==> config.mk <==
export PLATFORM = sky130hd
export DESIGN_NAME = coeff_load_responder
export DESIGN_NICKNAME = d
export VERILOG_FILES = /design/src/rtl/coeff_load_responder.sv
export SDC_FILE = /design/constraint.sdc
export NUM_CORES = 1
export LEC_CHECK = 0
export BUFFER_PORTS_ARGS = -buffer_cell sky130_fd_sc_hd__clkbuf_2
export CAP_MARGIN = 0
export CORE_MARGIN = 3
export CORE_UTILIZATION = 58
export CTS_CLUSTER_DIAMETER = 150
export CTS_CLUSTER_SIZE = 20
export DETAILED_ROUTE_END_ITERATION = 12
export HOLD_SLACK_MARGIN = 0.03
export MAX_ROUTING_LAYER = met4
export PLACE_DENSITY = 0.79
export SETUP_SLACK_MARGIN = 0.5
export SYNTH_ARGS = -nofsm -noshare
export SYNTH_HDL_FRONTEND = slang
export SYNTH_SLANG_ARGS = --single-unit
export TNS_END_PERCENT = 30
==> constraint.sdc <==
create_clock -name clk -period 3.23 [get_ports clk]
set_clock_uncertainty 0.05 [all_clocks]
set_input_delay 0.1615 -clock clk [delete_from_list [all_inputs] [get_ports clk]]
set_output_delay 0.1615 -clock clk [all_outputs]
set_load 0.01 [all_outputs]
==> src/rtl/coeff_load_responder.sv <==
// Responder for the FIR coefficient-load handshake: latches a load, holds modwait through a
// WR_CYCLES-long write, then commits into a 4-entry bank. Optional order check: COEFF_SEQ_CHECK_EN.
//
// state  | meaning
// IDLE   | waiting for load_coeff
// BUSY   | write in progress, cnt_q counting down to zero
// COMMIT | bank[idx_q] takes data_q this cycle
module coeff_load_responder #(
    parameter int DATA_W    = 16,
    parameter int WR_CYCLES = 2
) (
    input  logic              clk,
    input  logic              n_reset,
    input  logic              load_coeff,
    input  logic [1:0]        coefficient_num,
    input  logic [DATA_W-1:0] coeff_data,
    input  logic              err_clr,
    input  logic [1:0]        rd_sel,
    output logic              modwait,
    output logic [DATA_W-1:0] fir_coeff,
    output logic              set_done,
    output logic              err
);

    typedef enum logic [1:0] {
        IDLE   = 2'd0,
        BUSY   = 2'd1,
        COMMIT = 2'd2
    } state_t;

    localparam logic [3:0] CNT_INIT = 4'(WR_CYCLES - 1);

    state_t              state_q, state_d;
    logic [3:0]          cnt_q, cnt_d;
    logic [1:0]          idx_q, idx_d;
    logic [DATA_W-1:0]   data_q, data_d;
    logic                err_q, err_d;
    logic [DATA_W-1:0]   bank_q [4];
`ifdef COEFF_SEQ_CHECK_EN
    logic [1:0]          exp_idx_q, exp_idx_d;
`endif

    always_comb begin
        state_d = state_q;
        cnt_d   = cnt_q;
        idx_d   = idx_q;
        data_d  = data_q;
        err_d   = err_q;
`ifdef COEFF_SEQ_CHECK_EN
        exp_idx_d = exp_idx_q;
`endif
        // clear first so any violation detected below in the same cycle overrides it
        if (err_clr) err_d = 1'b0;
        case (state_q)
            IDLE: begin
                if (load_coeff) begin
                    idx_d   = coefficient_num;
                    data_d  = coeff_data;
                    cnt_d   = CNT_INIT;
                    state_d = BUSY;
`ifdef COEFF_SEQ_CHECK_EN
                    if (coefficient_num != exp_idx_q) err_d = 1'b1;
`endif
                end
            end
            BUSY: begin
                if (load_coeff) err_d = 1'b1;
                if (cnt_q == 4'd0) state_d = COMMIT;
                else               cnt_d   = cnt_q - 4'd1;
            end
            COMMIT: begin
                if (load_coeff) err_d = 1'b1;
                state_d = IDLE;
`ifdef COEFF_SEQ_CHECK_EN
                exp_idx_d = idx_q + 2'd1;
`endif
            end
            default: state_d = IDLE;
        endcase
    end

    always_ff @(posedge clk) begin
        if (!n_reset) begin
            state_q <= IDLE;
            cnt_q   <= '0;
            idx_q   <= '0;
            data_q  <= '0;
            err_q   <= 1'b0;
`ifdef COEFF_SEQ_CHECK_EN
            exp_idx_q <= '0;
`endif
        end else begin
            state_q <= state_d;
            cnt_q   <= cnt_d;
            idx_q   <= idx_d;
            data_q  <= data_d;
            err_q   <= err_d;
`ifdef COEFF_SEQ_CHECK_EN
            exp_idx_q <= exp_idx_d;
`endif
        end
    end

    always_ff @(posedge clk) begin
        if (!n_reset) begin
            for (int i = 0; i < 4; i++) bank_q[i] <= '0;
        end else if (state_q == COMMIT) begin
            bank_q[idx_q] <= data_q;
        end
    end

    assign modwait   = (state_q != IDLE);
    assign set_done  = (state_q == COMMIT) && (idx_q == 2'd3);
    assign err       = err_q;
    assign fir_coeff = bank_q[rd_sel];

endmodule

==> results.tsv <==
metric	value	unit
status	finished, final reports clean	
vdd_drop_max	0.000423	V
timing.hold.ws	0.0524	ns
rsz0062_at_grt	no	
vias	2476	
max-cap-violations	0	
yosysUniqueCellTypes	38	
fmax	420	MHz
fin_util	71.5	%
drt_iter0_drc	238	
cp-start-kind	flop	
synth_ff_type	edfxtp_1	
crit_type	reg2reg	
routed_via_density	5.63	
core	0.00646	sq mm
setup_violations	0	
dp_cells	405	
syn_nets	329	
nNetsFinal	387	
use_met3	4.56	%
rrSetupSlack	0.85	ns
grt_max_degree	35	
worstMarginPinSlew	0.790	ns
die_w	88.4	um
rows	29	
post-cts-setup-buffers	0	
synth_edf_count	64	
power.total	0.00295	W
dieArea	0.00782	sq mm
power.leakage	1.85	nW
ant_nets	0	
path_cells	inv_1 > ha_1 > nand2_1 > o21ai_1 > buf_4	
p_sw	0.000834	W
area_growth	17.2	%
synth_top_area_share	48.8	%
path_max_fanout	19	
maxSlewViolCount	0	
cts_buffer_depth	2	
worstSkewPairLatency	0.36	ns
synth_area_per_cell	13.1	sq um
antennaDiodeCount	0	
routed_wl	7.81	mm
seq_area_frac_synth	61.5	%
p_int	0.00211	W
netlist_area	0.00394	sq mm
p_clk_share	31.9	%
netlist_instances	300	
clock-sinks	89	
drive_gt1_share	23.4	%
cts_made_buffers	9	
period_share	73.7	%
endpoint_kind	flop	
grt_most_used_layer	met2	
holdCritPathClass	in2reg	
timing.final.hold_violations	0	
combPwrFrac	19.8	%
critPathArrivalTime	2.39	ns
synth_area_leaders	edfxtp_1, dfxtp_1, mux4_2	
grt_pass1_wl	12.4	mm
wl_per_cell	17.7	um
ys_seq_elements	89	
pwr-share-seq	48.3	%
ios	43	
hpwl	4.81	mm
setup_tns	0	ns
grt_pass1_vias	2352	
clkTransAtPathRegs	0.08	ns
initial_core_util	61.0	%
drc	0	
grt_use_met2	35.8	%
async_reset_ff_share	0	%
slew_headroom	47.4	%
required	3.24	ns
path_buf_inv	2	
portBuffers	42	
antenna_found_initial	0	
htree_levels	3	
finalWeightedCongestion	0.785	
drtPass1Iterations	4	
ctsRootBufferMaster	clkbuf_8	
min_period	2.38	ns
critPathTopFamily	compound AO/OA/AOI/OAI gates	
yosysTopAreaCell	edfxtp_1	
grt-ovfl-total	0	
finalNonFillerCells	440	
cts_tree	yes	
swShare	28.3	%
critPathMaxStageDelay	0.61	ns
yosys_warnings	0	
track_usage	22.4	%
p_per_area	638	mW/mm^2
die_h	88.4	um
crit_slowest_cell	o21ai_1	
grt_use_met1	28.9	%
## path summary, 6_finish.rpt
path / startpoint / cells after the start / to
min reg2reg: err$_SDFF_PN0_ / 2 / err$_SDFF_PN0_
max: state_q[0]$_SDFFE_PN0P_ / 5 / bank_q[2][13]$_SDFFCE_PN0P_
min: load_coeff / 3 / err$_SDFF_PN0_
max reg2reg: state_q[0]$_SDFFE_PN0P_ / 5 / bank_q[2][13]$_SDFFCE_PN0P_
## per-layer routing
layer	share of wire, %	vias to the layer above
li1	-	1192
met1	42	1200
met2	51	69
met3	5.7	15
met4	1.8	0
met5	0	-
## registers in the layout (all words and copies together) (netlist names)
name	count
state_q	2
data_q	16
idx_q	2
err	1
cnt_q	4
bank_q	64
## stage by stage
step | cell area, sq um | setup WS, ns
floorplan | 3940 | 0.827
CTS | 4620 | 0.876
global route | 4620 | 0.705
global placement | 4180 | 1.02
finish | 4620 | 0.850
detailed placement | 4180 | 0.892
## power by group through the flow
stage                     clock [W]  sequential (W)  combinational [W]
after floorplan                   0         0.00142           0.000424
final                      0.000940         0.00142           0.000582
after global placement            0         0.00145           0.000547
after global routing        0.00101         0.00144           0.000647
after detailed placement          0         0.00145           0.000560
after CTS                  0.000950         0.00143           0.000582
## Yosys cell counts, drive strengths merged (2+ instances only)
cell type	instances
nor3b	3
ha	5
mux4	16
nand3	2
and2	49
nor3	2
nand4b	2
edfxtp	64
mux2i	2
clkbuf	7
dfxtp	25
o21ai	3
nand2b	5
nand2	46
a21oi	21
buf	12
and3	17
inv	6
## cells in the final DEF, fill, tap and decap left out, drive strengths merged, types with 5 or more instances in the layout
| master | synthesis | final |
|---|---|---|
| edfxtp | 64 | 64 |
| clkbuf | 7 | 52 |
| and2 | 49 | 49 |
| nand2 | 46 | 46 |
| dfxtp | 25 | 25 |
| a21oi | 21 | 21 |
| dlygate4sd3 | 0 | 19 |
| and3 | 17 | 17 |
| mux4 | 16 | 16 |
| inv | 6 | 7 |
| nand2b | 5 | 5 |
| ha | 5 | 5 |
| buf | 12 | 5 |
## worst reg2reg max path: stages (launching register included)
cell	delay (ns)
dfxtp_1	0.33
inv_1	0.10
ha_1	0.57
nand2_1	0.11
o21ai_1	0.61
buf_4	0.31
## logic make-up (layout without fill, tap and decap cells)
group / Yosys count / in the layout / synth area share, %
buffers and inverters: 25 / 88 / 3.33
AOI/OAI and AO/OA: 30 / 30 / 4.19
muxes: 19 / 19 / 9.94
adders and majority gates: 5 / 5 / 1.59
DFF: 89 / 89 / 61.5
and+or+nand+nor: 132 / 132 / 19.5
## area by class of cell
class	instances	area (sq um)
flip-flops and latches	89	2420
inverters	6	22.5
clock buffers	10	138
well taps	77	96.3
fillers	455	1840
clock inverters	6	114
multi-input cells	186	1390
repair buffers	66	438
## timing repair
action                    in CTS  in global routing
hold endpoints to repair      19                  0
hold buffers                  19                  0
resized for setup              0                  0
Note: power is estimated with default switching activity, not from simulation.
